--- src/rtl/uart_rx_packet_assembler_if.sv ---
// Handshake bundle between the UART byte source, the packet assembler
// and the downstream packet consumer.
interface uart_rx_packet_assembler_if;
    logic [7:0] rx_data;
    logic       rx_valid;
    logic [7:0] pkt_data;
    logic       pkt_valid;
    logic       pkt_ready;
    logic       pkt_last;

    modport master (
        output rx_data,
        output rx_valid,
        output pkt_ready,
        input  pkt_data,
        input  pkt_valid,
        input  pkt_last
    );

    modport slave (
        input  rx_data,
        input  rx_valid,
        input  pkt_ready,
        output pkt_data,
        output pkt_valid,
        output pkt_last
    );
endinterface

--- src/rtl/uart_rx_packet_assembler.sv ---
// Frames UART bytes into SYNC/len/payload/xor packets and streams out
// the payload only after the length and checksum have been verified.
module uart_rx_packet_assembler #(
    parameter int unsigned MAX_LEN   = 16,
    parameter logic [7:0]  SYNC_BYTE = 8'hAA,
    parameter int unsigned TIMEOUT   = 100000
) (
    input  logic                        clk,
    input  logic                        reset,
    uart_rx_packet_assembler_if.slave   io,
    output logic                        err_checksum,
    output logic                        err_length,
    output logic                        err_timeout,
    output logic                        err_overrun,
    output logic                        busy
);

    localparam int AW = (MAX_LEN > 1) ? $clog2(MAX_LEN) : 1;
    localparam int CW = $clog2(TIMEOUT + 1);
    localparam logic [7:0]    MAXL   = 8'(MAX_LEN);
    localparam logic [CW-1:0] TO_END = CW'(TIMEOUT - 1);

    typedef enum logic [2:0] {
        S_IDLE,
        S_LEN,
        S_PAYLOAD,
        S_CHECK,
        S_DRAIN
    } state_t;

    state_t        state_q, state_d;
    logic [7:0]    len_q, len_d;
    logic [7:0]    idx_q, idx_d;
    logic [7:0]    rd_q, rd_d;
    logic [7:0]    csum_q, csum_d;
    logic [CW-1:0] cnt_q, cnt_d;
    logic          ecs_q, ecs_d;
    logic          elen_q, elen_d;
    logic          eto_q, eto_d;
    logic          eov_q, eov_d;
    logic          wr_en;
    logic          timed_out;
    logic          last_rd;
    logic [7:0]    buf_q [MAX_LEN];

    // An arriving byte always beats an expiring counter.
    assign timed_out = (cnt_q == TO_END) && !io.rx_valid;
    assign last_rd   = (rd_q == len_q - 8'd1);

    always_comb begin
        state_d = state_q;
        len_d   = len_q;
        idx_d   = idx_q;
        rd_d    = rd_q;
        csum_d  = csum_q;
        cnt_d   = cnt_q + CW'(1);
        wr_en   = 1'b0;
        ecs_d   = 1'b0;
        elen_d  = 1'b0;
        eto_d   = 1'b0;
        eov_d   = 1'b0;
        unique case (state_q)
            S_IDLE: begin
                cnt_d = '0;
                if (io.rx_valid && io.rx_data == SYNC_BYTE) begin
                    state_d = S_LEN;
                end
            end
            S_LEN: begin
                if (io.rx_valid) begin
                    cnt_d  = '0;
                    len_d  = io.rx_data;
                    csum_d = io.rx_data;
                    if (io.rx_data == 8'd0 || io.rx_data > MAXL) begin
                        elen_d  = 1'b1;
                        state_d = S_IDLE;
                    end else begin
                        idx_d   = 8'd0;
                        state_d = S_PAYLOAD;
                    end
                end else if (timed_out) begin
                    eto_d   = 1'b1;
                    state_d = S_IDLE;
                end
            end
            S_PAYLOAD: begin
                if (io.rx_valid) begin
                    cnt_d  = '0;
                    wr_en  = 1'b1;
                    csum_d = csum_q ^ io.rx_data;
                    idx_d  = idx_q + 8'd1;
                    if (idx_q + 8'd1 == len_q) begin
                        state_d = S_CHECK;
                    end
                end else if (timed_out) begin
                    eto_d   = 1'b1;
                    state_d = S_IDLE;
                end
            end
            S_CHECK: begin
                if (io.rx_valid) begin
                    cnt_d = '0;
                    if (io.rx_data == csum_q) begin
                        rd_d    = 8'd0;
                        state_d = S_DRAIN;
                    end else begin
                        ecs_d   = 1'b1;
                        state_d = S_IDLE;
                    end
                end else if (timed_out) begin
                    eto_d   = 1'b1;
                    state_d = S_IDLE;
                end
            end
            S_DRAIN: begin
                cnt_d = '0;
                eov_d = io.rx_valid;
                if (io.pkt_ready) begin
                    if (last_rd) begin
                        state_d = S_IDLE;
                    end else begin
                        rd_d = rd_q + 8'd1;
                    end
                end
            end
            default: begin
                state_d = S_IDLE;
            end
        endcase
    end

    always_ff @(posedge clk) begin
        if (!reset) begin
            state_q <= S_IDLE;
            len_q   <= 8'd0;
            idx_q   <= 8'd0;
            rd_q    <= 8'd0;
            csum_q  <= 8'd0;
            cnt_q   <= '0;
            ecs_q   <= 1'b0;
            elen_q  <= 1'b0;
            eto_q   <= 1'b0;
            eov_q   <= 1'b0;
        end else begin
            state_q <= state_d;
            len_q   <= len_d;
            idx_q   <= idx_d;
            rd_q    <= rd_d;
            csum_q  <= csum_d;
            cnt_q   <= cnt_d;
            ecs_q   <= ecs_d;
            elen_q  <= elen_d;
            eto_q   <= eto_d;
            eov_q   <= eov_d;
        end
    end

    always_ff @(posedge clk) begin
        if (wr_en) begin
            buf_q[idx_q[AW-1:0]] <= io.rx_data;
        end
    end

    assign io.pkt_valid  = (state_q == S_DRAIN);
    assign io.pkt_data   = io.pkt_valid ? buf_q[rd_q[AW-1:0]] : 8'h00;
    assign io.pkt_last   = io.pkt_valid && last_rd;
    assign err_checksum  = ecs_q;
    assign err_length    = elen_q;
    assign err_timeout   = eto_q;
    assign err_overrun   = eov_q;
    assign busy          = (state_q != S_IDLE);

endmodule

--- src/flat_wrapper.sv ---
// flat-port wrapper written by rule: the top's interface ports become plain ports
module uart_rx_packet_assembler_flat 
#(
    parameter int unsigned MAX_LEN   = 16,
    parameter logic [7:0]  SYNC_BYTE = 8'hAA,
    parameter int unsigned TIMEOUT   = 100000
)
  (clk, reset, err_checksum, err_length, err_timeout, err_overrun, busy, io_rx_data, io_rx_valid, io_pkt_ready, io_pkt_data, io_pkt_valid, io_pkt_last);
  uart_rx_packet_assembler_if io_i ();
  input  logic clk;
  input  logic reset;
  output logic err_checksum;
  output logic err_length;
  output logic err_timeout;
  output logic err_overrun;
  output logic busy;
  input wire logic [$bits(io_i.rx_data)-1:0] io_rx_data;
  input wire logic [$bits(io_i.rx_valid)-1:0] io_rx_valid;
  input wire logic [$bits(io_i.pkt_ready)-1:0] io_pkt_ready;
  output wire logic [$bits(io_i.pkt_data)-1:0] io_pkt_data;
  output wire logic [$bits(io_i.pkt_valid)-1:0] io_pkt_valid;
  output wire logic [$bits(io_i.pkt_last)-1:0] io_pkt_last;
  assign io_i.rx_data = io_rx_data;
  assign io_i.rx_valid = io_rx_valid;
  assign io_i.pkt_ready = io_pkt_ready;
  assign io_pkt_data = io_i.pkt_data;
  assign io_pkt_valid = io_i.pkt_valid;
  assign io_pkt_last = io_i.pkt_last;
  uart_rx_packet_assembler #(.MAX_LEN(MAX_LEN), .SYNC_BYTE(SYNC_BYTE), .TIMEOUT(TIMEOUT)) u_core (.clk(clk), .reset(reset), .io(io_i), .err_checksum(err_checksum), .err_length(err_length), .err_timeout(err_timeout), .err_overrun(err_overrun), .busy(busy));
endmodule
--- config.mk ---
export PLATFORM = sky130hd
export DESIGN_NAME = uart_rx_packet_assembler_flat
export DESIGN_NICKNAME = d
export VERILOG_FILES = /design/src/rtl/uart_rx_packet_assembler_if.sv /design/src/rtl/uart_rx_packet_assembler.sv /design/src/flat_wrapper.sv
export SDC_FILE = /design/constraint.sdc
export NUM_CORES = 1
export LEC_CHECK = 0
export CORE_MARGIN = 8
export CORE_UTILIZATION = 55
export DETAILED_ROUTE_END_ITERATION = 8
export DONT_BUFFER_PORTS = 1
export PLACE_DENSITY = 0.7
export SYNTH_ARGS = -nofsm -noshare
export SYNTH_HDL_FRONTEND = slang
export SYNTH_SLANG_ARGS = --single-unit
--- constraint.sdc ---
create_clock -name clk -period 3.29 [get_ports clk]
set_input_delay 0.658 -clock clk [delete_from_list [all_inputs] [get_ports clk]]
set_output_delay 0.658 -clock clk [all_outputs]
set_load 0.03 [all_outputs]
==> summary.json <==
{
  "synthesis": {
    "netlist_instances": 624,
    "netlist-cell-type-count": 60,
    "post-synth-top-area-cell": "sky130_fd_sc_hd__edfxtp_1",
    "synthesis.area_um2": 8290,
    "async_flop_share_pct": 0,
    "synth_top_area_share_pct": 46.4,
    "post_synth_main_area_contributors": "sky130_fd_sc_hd__edfxtp_1 (46%), sky130_fd_sc_hd__dfxtp_1 (14%), sky130_fd_sc_hd__mux4_2 (11%)",
    "number_of_nets_in_the_synthesized_netlist": 643,
    "synth-edff-count": 128,
    "post-synth-top-count-cell": "sky130_fd_sc_hd__edfxtp_1",
    "synth-main-ff-cell": "sky130_fd_sc_hd__edfxtp_1",
    "synth.yosys.warnings": 0,
    "synth_seq_cells": 188,
    "synth-seq-area-share_pct": 60.9,
    "synth.cells.most_frequent": "sky130_fd_sc_hd__edfxtp_1 (128), sky130_fd_sc_hd__dfxtp_1 (60), sky130_fd_sc_hd__nor2_1 (60), sky130_fd_sc_hd__nand2_1 (58), sky130_fd_sc_hd__mux4_2 (40)",
    "syn_avg_cell_area_um2": 13.3
  },
  "layout": {
    "area.sequential_um2": 5050,
    "area_used_by_multi_input_combinational_logic_um2": 3110,
    "finalNetCount": 651,
    "fill_cells": 1124,
    "antenna_cells_inserted": 0,
    "drive_above_1_share_pct": 16.3,
    "layout.cells.non_filler": 832,
    "areaGrowthSynthToFinish_pct": 10.9
  },
  "worst_setup_path": {
    "cp_data_required_time_ns": 2.63,
    "crit_path_cell_trace": "inv_1 -> ha_2 -> nor2b_1 -> or3_1 -> and3_1 -> or4b_4 -> nor3_4 -> buf_6",
    "worst_setup_path_start_kind": "flip-flop",
    "crit_slowest_cell": "sky130_fd_sc_hd__or4b_4",
    "worst_setup_path_end_kind": "output pin",
    "worst_path_largest_cell_delay_ns": 0.51,
    "worst-endpoint-arrival_ns": 2.53,
    "family_with_the_most_delay_on_the_worst_path": "simple AND/OR/NAND/NOR gates",
    "worstSetupPathType": "reg -> out",
    "combined_buffer_and_inverter_count_along_the_critical_path": 2,
    "crit_path_max_fanout": 6
  },
  "cts": {
    "number_of_hold_buffers_added_after_cts": 0,
    "clock_tree.htree_level_count": 4,
    "tritoncts.num_buffers": 17,
    "clock_tree.root_cell": "sky130_fd_sc_hd__clkbuf_16",
    "tritoncts": "yes",
    "clk_latency_ns": 0.43,
    "clkTransAtPathRegs_ns": 0.07,
    "tritoncts_num_sinks": 188,
    "clk_path_buf_depth": 2
  },
  "global_route": {
    "grt.overflow.total": 0,
    "grt_pass1_vias": 5059,
    "global_route.usage.total_pct": 18.7,
    "grt_max_degree": 37,
    "antenna_violations_before_repair": 0,
    "global_route_wire_length_before_repair_um": 27700
  },
  "route": {
    "drc": 0,
    "drt_wl_total_um": 17500,
    "route.antenna.remaining_nets": 0,
    "detailedRoute.firstPassIterationCount": 5,
    "num_vias": 5112,
    "violation_count_after_the_first_detailed_routing_iteration": 426,
    "wl_per_cell_um": 21.1,
    "vias_per_cell": 6.14
  },
  "timing": {
    "setup-tns-final_ns": 0,
    "relSlewSlack_pct": 45.8,
    "final.setup.worst_slack_ns": 0.104,
    "maxClockFrequency_mhz": 314,
    "final_min_period_over_clock_period_pct": 96.8,
    "layout_min_cycle_time_ns": 3.19,
    "timing.clock.skew_ns": 0.0120,
    "rsz0062_at_grt": "no",
    "report.final.hold_viol_count": 0,
    "worst_slew_pin_slew_ns": 0.810,
    "slew_violations": 0,
    "setup_viol": 0
  },
  "pwr": {
    "cellPowerDensity_nw_per_um2": 501,
    "p_leak_nw": 2.93,
    "vdd_ir_drop_max_uv": 347
  },
  "floorplanning": {
    "start_util_pct": 55.3,
    "die_h_um": 139,
    "pin_count": 27,
    "area_of_the_die_um2": 19200,
    "fp.coreArea_um2": 15000,
    "die_w_um": 139,
    "placementRows": 45
  },
  "place": {
    "placed_cells": 800,
    "place_hpwl_um": 11500,
    "gp_routability_congestion": 0.833,
    "placement.io_buffers": 0,
    "dp_slack_ns": 0.256
  },
  "status": {
    "status": "finished clean"
  },
  "flow_run": {
    "max_cap_violations": 0
  },
  "worst_hold_path": {
    "worstHoldPathType": "in -> reg"
  }
}
[logic make-up after synthesis]
| kind of cell | synth area share, % |
|---|---|
| AOI/OAI and AO/OA | 7.82 |
| xor gates and xnor gates | 4.23 |
| adders and majority gates | 1.06 |
| buffers and inverters | 1.92 |
| DFF | 60.9 |
| muxes | 11.1 |
| and+or+nand+nor | 13.0 |
[metrics by stage]
stage	util, %	hold slack (ns)	area, um^2	total power, mW
2_1_floorplan	-	0.413	8290	2.60
3_3_place_gp	57.1	0.429	8550	2.59
3_5_place_dp	57.1	0.437	8550	2.59
4_1_cts	61.2	0.306	9160	4.64
5_1_grt	61.3	0.296	9190	4.75
6_report	61.3	0.319	9190	4.60
[worst paths after layout]
check,cells past startpoint,slack (ns),end,start
min reg2reg,1,0.45,u_core.cnt_q[0],u_core.cnt_q[0]
max,8,0.10,io_pkt_last,u_core.len_q[0]
max reg2reg,5,0.78,u_core.buf_q[12][1],u_core.state_q[1]
min,0,0.32,u_core.buf_q[1][4],io_rx_data[4]
[worst register-to-register path: stages (launching register included)]
cell and delay (ns):
sky130_fd_sc_hd__dfxtp_1 0.41, sky130_fd_sc_hd__nor2b_1 0.25, sky130_fd_sc_hd__nand2b_1 0.25, sky130_fd_sc_hd__nor2_1 0.36, sky130_fd_sc_hd__nand2_1 0.20, sky130_fd_sc_hd__nor2_1 0.66
[report_power, final]
group	switching, mW	internal [mW]	leakage (nW)	total [mW]
Combinational	0.0107	0.0115	1.01	0.0222
Clock	0.870	1.19	0.282	2.06
Sequential	0.000419	2.52	1.63	2.52
[state kept, by name, indices dropped and copies added, names as in the netlist, named ones only]
signal and count:
u_core.len_q 8, u_core.cnt_q 17, u_core.state_q 3, u_core.csum_q 8
u_core.idx_q 8, u_core.buf_q 128, u_core.err_length 1, u_core.err_checksum 1
u_core.err_overrun 1, u_core.err_timeout 1, u_core.rd_q 8
[cell usage in the layout, fill, tap and decap left out, types with 3 or more instances in the layout]
cell type,count
sky130_fd_sc_hd__o211a_1,3
sky130_fd_sc_hd__clkinvlp_4,3
sky130_fd_sc_hd__mux4_2,40
sky130_fd_sc_hd__a21oi_1,8
sky130_fd_sc_hd__o21ai_0,18
sky130_fd_sc_hd__nor2_1,60
sky130_fd_sc_hd__ha_1,6
sky130_fd_sc_hd__bufinv_16,3
sky130_fd_sc_hd__clkinv_4,3
sky130_fd_sc_hd__or3_1,4
sky130_fd_sc_hd__dfxtp_1,57
sky130_fd_sc_hd__and3_1,7
sky130_fd_sc_hd__and2_1,10
sky130_fd_sc_hd__a31oi_1,5
sky130_fd_sc_hd__nor4_1,5
sky130_fd_sc_hd__a21boi_0,16
sky130_fd_sc_hd__nand3b_1,3
sky130_fd_sc_hd__nand2b_1,9
sky130_fd_sc_hd__nor2b_1,8
sky130_fd_sc_hd__o22ai_1,4
sky130_fd_sc_hd__xnor2_1,24
sky130_fd_sc_hd__inv_1,10
sky130_fd_sc_hd__clkbuf_16,17
sky130_fd_sc_hd__nand2_1,58
sky130_fd_sc_hd__edfxtp_1,128
sky130_fd_sc_hd__o31ai_1,5
sky130_fd_sc_hd__o211ai_1,12
sky130_fd_sc_hd__o311ai_0,4
sky130_fd_sc_hd__buf_4,17
sky130_fd_sc_hd__nand4_1,6
sky130_fd_sc_hd__nand3_1,15
sky130_fd_sc_hd__nor3_1,9
sky130_fd_sc_hd__and4_1,3
sky130_fd_sc_hd__xor2_1,15
[layer usage]
metal	track usage [%]	vias up	wire (um)	share of wire, %
li1	-	2375	-	-
met1	23.7	2553	7570	43
met5	0	-	0	0
met4	7.86	0	393	2.2
met2	30.5	154	8700	50
met3	4.44	30	873	5.0
[what timing repair did]
item | 4_1_cts | 5_1_grt
gates resized for setup | 6 | 3
endpoints found under the setup margin | 1 | 1
pin swaps | 1 | 3
setup buffers | 0 | 1
[final cells by class]
cell class / count / share of cell area [%]
clock inverters: 14 / 1.87
flip-flops and latches: 188 / 55.0
well taps: 188 / 2.56
repair buffers: 19 / 1.73
clock buffers: 17 / 4.63
inverters: 10 / 0.409
multi-input cells: 396 / 33.8
No activity file was read; power rests on OpenSTA's default activity.
